File: src/rtl/bsg_link_pkg.sv
// Constants and types shared by the off-chip link output and input stages.
// A link word is four 16-bit beats, each beat carrying two 8-bit channels.
package bsg_link_pkg;
   localparam int BEATS_PER_WORD = 4;
   localparam int CHANNEL_W      = 8;
   localparam int WORD_W         = 64;
   localparam int BEAT_W         = 2 * CHANNEL_W;
   localparam int BEAT_IDX_W     = $clog2(BEATS_PER_WORD);

   typedef logic [BEAT_IDX_W-1:0] beat_idx_t;

   localparam beat_idx_t LAST_BEAT = beat_idx_t'(BEATS_PER_WORD - 1);
endpackage

File: src/rtl/bsg_link_word_fifo.sv
// One-read/one-write flop FIFO holding reassembled link words.
// A write while full is accepted only when a read retires the head in the same cycle.
module bsg_link_word_fifo #(
   parameter int DEPTH = 8,
   parameter int WIDTH = 64
) (
   input  logic             clk,
   input  logic             rst,
   input  logic             wr_en_i,
   input  logic [WIDTH-1:0] wr_data_i,
   input  logic             rd_en_i,
   output logic [WIDTH-1:0] rd_data_o,
   output logic             full_o,
   output logic             empty_o
);
   localparam int AW = $clog2(DEPTH);
   localparam logic [AW:0] PTR_ONE = (AW+1)'(1);

   logic [WIDTH-1:0] mem_q [DEPTH];
   logic [AW:0]      wr_ptr_q, wr_ptr_d;
   logic [AW:0]      rd_ptr_q, rd_ptr_d;
   logic             wr_fire, rd_fire;

   assign empty_o = (wr_ptr_q == rd_ptr_q);
   assign full_o  = (wr_ptr_q[AW] != rd_ptr_q[AW]) &&
                    (wr_ptr_q[AW-1:0] == rd_ptr_q[AW-1:0]);

   assign rd_fire = rd_en_i & ~empty_o;
   assign wr_fire = wr_en_i & (~full_o | rd_fire);

   assign rd_data_o = mem_q[rd_ptr_q[AW-1:0]];

   always_comb begin
      wr_ptr_d = wr_ptr_q;
      rd_ptr_d = rd_ptr_q;
      if (wr_fire) wr_ptr_d = wr_ptr_q + PTR_ONE;
      if (rd_fire) rd_ptr_d = rd_ptr_q + PTR_ONE;
   end

   always_ff @(posedge clk) begin
      if (rst) begin
         wr_ptr_q <= '0;
         rd_ptr_q <= '0;
      end else begin
         wr_ptr_q <= wr_ptr_d;
         rd_ptr_q <= rd_ptr_d;
      end
   end

   // Storage is deliberately left out of reset; the pointers define validity.
   always_ff @(posedge clk) begin
      if (wr_fire) mem_q[wr_ptr_q[AW-1:0]] <= wr_data_i;
   end
endmodule

File: src/rtl/bsg_downstream_in.sv
// Link receive stage: assembles 16-bit beats into 64-bit words, buffers them
// for the core and returns one credit token per word the core consumes.
import bsg_link_pkg::*;

module bsg_downstream_in #(
   parameter int FIFO_DEPTH = 8
) (
   input  logic                 clk,
   input  logic                 rst,
   input  logic                 io_valid_in,
   input  logic [CHANNEL_W-1:0] io_data_in_ch0,
   input  logic [CHANNEL_W-1:0] io_data_in_ch1,
   output logic                 io_token_out,
   output logic                 core_valid_out,
   output logic [WORD_W-1:0]    core_data_out,
   input  logic                 core_ready_in,
   output logic                 overflow_o
);
   localparam int PART_W = WORD_W - BEAT_W;

   beat_idx_t         beat_q, beat_d;
   logic [PART_W-1:0] part_q, part_d;
   logic [BEAT_W-1:0] beat_data;
   logic [WORD_W-1:0] full_word;
   logic              word_done;
   logic              fifo_full, fifo_empty;
   logic              deq;
   logic              token_q;
   logic              overflow_q;

   assign beat_data = {io_data_in_ch1, io_data_in_ch0};
   assign word_done = io_valid_in & (beat_q == LAST_BEAT);
   assign full_word = {beat_data, part_q};

   always_comb begin
      beat_d = beat_q;
      part_d = part_q;
      if (io_valid_in) begin
         beat_d = beat_q + beat_idx_t'(1);
         // The last beat goes straight into the FIFO, so only earlier beats are held.
         if (beat_q != LAST_BEAT)
            part_d[int'(beat_q)*BEAT_W +: BEAT_W] = beat_data;
      end
   end

   always_ff @(posedge clk) begin
      if (rst) begin
         beat_q     <= '0;
         part_q     <= '0;
         token_q    <= 1'b0;
         overflow_q <= 1'b0;
      end else begin
         beat_q  <= beat_d;
         part_q  <= part_d;
         token_q <= deq;
         if (word_done & fifo_full & ~deq) overflow_q <= 1'b1;
      end
   end

   bsg_link_word_fifo #(
      .DEPTH (FIFO_DEPTH),
      .WIDTH (WORD_W)
   ) u_fifo (
      .clk       (clk),
      .rst       (rst),
      .wr_en_i   (word_done),
      .wr_data_i (full_word),
      .rd_en_i   (deq),
      .rd_data_o (core_data_out),
      .full_o    (fifo_full),
      .empty_o   (fifo_empty)
   );

   assign core_valid_out = ~fifo_empty;
   assign deq            = core_valid_out & core_ready_in;
   assign io_token_out   = token_q;
   assign overflow_o     = overflow_q;
endmodule
File: config.mk
export PLATFORM = sky130hd
export DESIGN_NAME = bsg_downstream_in
export DESIGN_NICKNAME = d
export VERILOG_FILES = /design/src/rtl/bsg_link_pkg.sv /design/src/rtl/bsg_link_word_fifo.sv /design/src/rtl/bsg_downstream_in.sv
export SDC_FILE = /design/constraint.sdc
export NUM_CORES = 1
export LEC_CHECK = 0
export CAP_MARGIN = 30
export CORE_MARGIN = 5
export CORE_UTILIZATION = 40
export DETAILED_ROUTE_END_ITERATION = 8
export GPL_ROUTABILITY_DRIVEN = 0
export GPL_TIMING_DRIVEN = 0
export PLACE_DENSITY = 0.54
export SLEW_MARGIN = 30
export SYNTH_ARGS = -nofsm -noshare
export SYNTH_HDL_FRONTEND = slang
export SYNTH_SLANG_ARGS = --single-unit
File: constraint.sdc
create_clock -name clk -period 11.4 [get_ports clk]
set_clock_uncertainty 0.15 [all_clocks]
set_input_delay 2.85 -clock clk [delete_from_list [all_inputs] [get_ports clk]]
set_output_delay 2.85 -clock clk [all_outputs]
set_load 0.1 [all_outputs]
# After elaboration in Yosys (flattened, before gate mapping)
# Memory sizes are Yosys's and may differ from the RTL's. A register that Yosys moved wholly into a read port is not among the register bits.
# Index checks and enable logic that the tools add are counted.
# totals
ramBits	512
ff_bits	60
memories	1
# memory_table
name	words	word_bits	read_ports	rd_ports_with_merged_regs	write_ports	line_no	rtl
u_fifo.mem_q	8	64	1	1	1	bsg_link_word_fifo.sv:19	logic [WIDTH-1:0] mem_q [DEPTH];
# op_classes
eq_ne	5
n_bitwise	10
n_shift	2
addsub	4
n_mux	5
n_reduce_logical	2
# ops
cell	count
bitwise mux 48 bit	1
variable shift 16 x 33 -> 48 bit (first input constant)	1
indexed part select 16 x 33 -> 48 bit	1
negator 6 -> 33 bit	1
adder 4 x 1 -> 4 bit (second input constant)	2
bitwise AND 1 bit	6
2-to-1 mux 3 bit	2
equality test 4 bit	1
equality test 3 bit	1
NOT 1 bit	3
adder 2 x 1 -> 2 bit (second input constant)	1
equality test 2 bit (second input constant)	1
2-to-1 mux 1 bit	2
!= test 2 bit (second input constant)	1
AND reduction 2 bit	1
logical AND 1 bit	1
!= test 1 bit	1
bitwise OR 1 bit	1

# Longest topological paths before layout
# logic_depth
depth_word	8
depth_mapped	7
mapped_depth_nobuf	6

# Cells and area by module
# From an unflattened synthesis, not the netlist that was laid out.
# unflattened
hier_cells	1026
hier_area_um2	21847.2
# by_module_without_submodules
module	area_per_inst_um2	n_inst	cells_each
bsg_link_word_fifo	19819.0	1	810
bsg_downstream_in	2028.2	1	216

# Worst setup path before layout
# OpenSTA, ideal clock, no wires.
# synth_path
kind	in2reg
from	input port io_valid_in
to	register u_fifo.wr_ptr_q[3]
path_stages	4
path_buffers	0
arrival_ns	6.875
required_time_ns	11.176
slack_ns	4.302
path_cell_list	and2_1 > nand4_1 > a21oi_1 > mux2_2
# synth_via
elab_chain_len	2
# synth_lines
element	line_no	rtl
from (decl)	bsg_downstream_in.sv:10	input logic io_valid_in,
bitwise AND 1 bit	bsg_downstream_in.sv:32	assign word_done = io_valid_in & (beat_q == LAST_BEAT);
bitwise AND 1 bit	bsg_link_word_fifo.sv:29	assign wr_fire = wr_en_i & (~full_o | rd_fire);
to (signal assigned)	bsg_link_word_fifo.sv:45	wr_ptr_q <= wr_ptr_d;
to (decl)	bsg_link_word_fifo.sv:20	logic [AW:0] wr_ptr_q, wr_ptr_d;
# No other way between the ends.
# A chain may end at the register's enable or synchronous reset.

==> qor.yml <==
sta:
  fmax_mhz: 149
  setup_viol: 0
  hold_viol: 0
  tightest_slew_ps: 995
  fin_tns_setup_ps: 0
  finalWorstSetupSlack_ps: 4710
  drv_slew: 0
  slew_headroom_pct: 33.5
  period_share_pct: 58.7
  layout_min_cycle_time_ps: 6690
  rsz0062_at_grt: "false"
finish:
  final_nets: 1183
  nFillCells: 4456
  drive_above_1_share_pct: 29.0
  area_delta_synth_final_pct: 19.1
  register_area_sq_um: 16600
  stdcell_area_sq_um: 25800
  multi_input_area_sq_um: 4760
yosys:
  synthTopCellsByCount: "edfxtp_1, mux4_2, mux2_2"
  synth_top_cell_area_share_pct: 70.9
  syn_avg_cell_area_sq_um: 21.9
  synth_cells: 991
  synth_seq_cells: 575
  synth_most_common_cell: "edfxtp_1"
  synth_edf_count: 512
  ys_warn_count: 0
  synth_area_leader_cell: "edfxtp_1"
  syn_area_sq_um: 21700
  ys_async_sr_fraction_pct: 0
  synth_cell_types: 36
  yosys-top-cells-area: "edfxtp_1, mux4_2, dfxtp_1"
  synth_ff_type: "edfxtp_1"
  synth.net_count: 1018
  ys_seq_area_share_pct: 76.7
floorplan:
  die_area_sq_um: 59000
  die_w_microns: 243
  initial_core_util_pct: 40.3
  rows: 85
  die_h_microns: 243
  core_area_sq_um: 53800
  pin_count: 87
hold_path:
  hold_path_depth: 2
  hold_path.class: "register to register"
  hold_end: "overflow_o"
  min_from: "overflow_o"
power_and_ir_drop:
  leakage_nw: 8.24
  power.total_w: 0.00438
  p_per_area_nw_per_um2: 170
  ir_worst_vdd_mv: 0.139
routing:
  drc: 0
  vias: 10200
  ant_nets: 0
  routedWlPerCell_microns: 25.5
  drt_iter0_drc: 894
  viasPerCell: 5.37
  wl_microns: 48400
  dr.pass1.iters: 4
clock_tree:
  clk_latency_ps: 600
  clock_sinks: 575
  clockBufferDepth: 3
  cts_buffers: 57
  h-tree-depth: 2
  postCtsSetupRepairBufs: 0
  postCtsHoldBufs: 0
  cts_resized: 0
  root_buffer: "clkbuf_16"
  cts_tree: "yes"
  cts.clk_slew.worst_paths_ps: 60
critical_path:
  end_kind: "primary output"
  cp-start-kind: "register"
  rr_worst_depth: 6
  rr_endpoint: "u_fifo.mem_q[2][26]"
  path_class: "register to primary output"
  r2r-start: "beat_q[0]"
  r2r_setup_slack_ps: 8210
  crit_required_ps: 8400
  cp_max_fo: 10
  crit_arrival_ps: 3690
global_routing:
  antenna_found_initial: 2
  grt_pass1_vias: 10900
  grt_overflow: 0
  gr-usage-all-layers_pct: 16.3
  grt_max_degree: 31
  grt_pass1_wl_microns: 71900
placement:
  place_ws_ps: 5290
  hpwl_microns: 30100
  numPortBuffers: 86
  place_area_sq_um: 23800
job:
  drv_cap: 0
run_status:
  status: "finished, final reports clean"
[area by class of cell]
| type | count | area share [%] |
|---|---|---|
| sequential | 575 | 64.4 |
| clock buffer | 87 | 6.86 |
| clock inverter | 21 | 0.833 |
| antenna | 1 | 0.00969 |
| buffer | 51 | 1.23 |
| inverter | 6 | 0.0872 |
| multi-input combinational | 359 | 18.4 |
| timing repair buffer | 106 | 4.81 |
| tap | 696 | 3.37 |
[cells by family after synthesis]
group / synth area share (%)
compound gates: 2.06
simple gates: 2.23
mux: 16.8
flops: 76.7
xor+xnor: 0.242
buf+inv: 1.56
fa+ha+maj: 0.404
[metal layers]
layer / GRT usage [%] / wire (microns) / up-vias
li1: - / - / 4448
met1: 23.9 / 22300 / 5452
met2: 25.9 / 22700 / 250
met3: 2.57 / 2330 / 71
met4: 4.24 / 1010 / 2
met5: 0 / 13 / -
[where the power goes]
part	internal (W)	total (W)	switching, W
Sequential	0.00228	0.00229	0.0000102
Clock	0.00116	0.00193	0.000772
Combinational	0.0000495	0.000156	0.000106
[per-stage QoR]
step / utilization [%] / instances / hold WS, ps
2_1_floorplan: - / 991 / 318
6_report: 48.0 / 1902 / 357
3_3_place_gp: 43.5 / 1773 / 331
3_5_place_dp: 44.3 / 1793 / 316
4_1_cts: 48.0 / 1901 / 349
5_1_grt: 48.0 / 1901 / 380
[sequential cells by signal (all words and copies together), names as in the netlist, named ones only]
signal,flops
beat_q,2
io_token_out,1
overflow_o,1
part_q,48
u_fifo.mem_q,512
u_fifo.rd_ptr_q,4
u_fifo.wr_ptr_q,4
[critical path: stages (launching register included)]
cell	delay (ps)
dfxtp_1	350
buf_2	340
clkbuf_1	650
mux4_2	420
mux2_2	330
clkdlybuf4s50_1	990
[how the worst max path moves through the flow]
stage | start | end | slack (ps)
2_1_floorplan | io_valid_in | u_fifo.wr_ptr_q[3] | 4300
3_3_place_gp | io_valid_in | u_fifo.wr_ptr_q[3] | -450
3_5_place_dp | register | core_data_out[56] | 5290
4_1_cts | register | core_data_out[56] | 4650
5_1_grt | register | core_data_out[56] | 4590
6_report | register | core_data_out[56] | 4710
[cells in the final DEF, fill, tap and decap left out, types with 2 or more instances in the layout]
cell and n:
nor4_4 2, clkbuf_16 60, buf_6 13, nand4_1 2, buf_1 11, inv_1 6, nor2_1 58, and4b_4 4
xnor2_1 5, dfxtp_1 63, mux2_2 66, nand2_1 7, a211o_1 2, buf_12 14, and3_4 2, buf_4 6
clkbuf_1 26, edfxtp_1 512, buf_8 5, clkinv_2 14, bufinv_16 4, a31oi_1 2, or3_1 2, clkdlybuf4s50_1 86
buf_2 5, a22oi_1 48, mux4_2 128, ha_1 7, nor2b_1 3, nand2b_1 4, a21oi_1 2, nand3_1 2
clkbuf_8 17, mux2i_1 2
No activity file was read; power rests on OpenSTA's default activity.
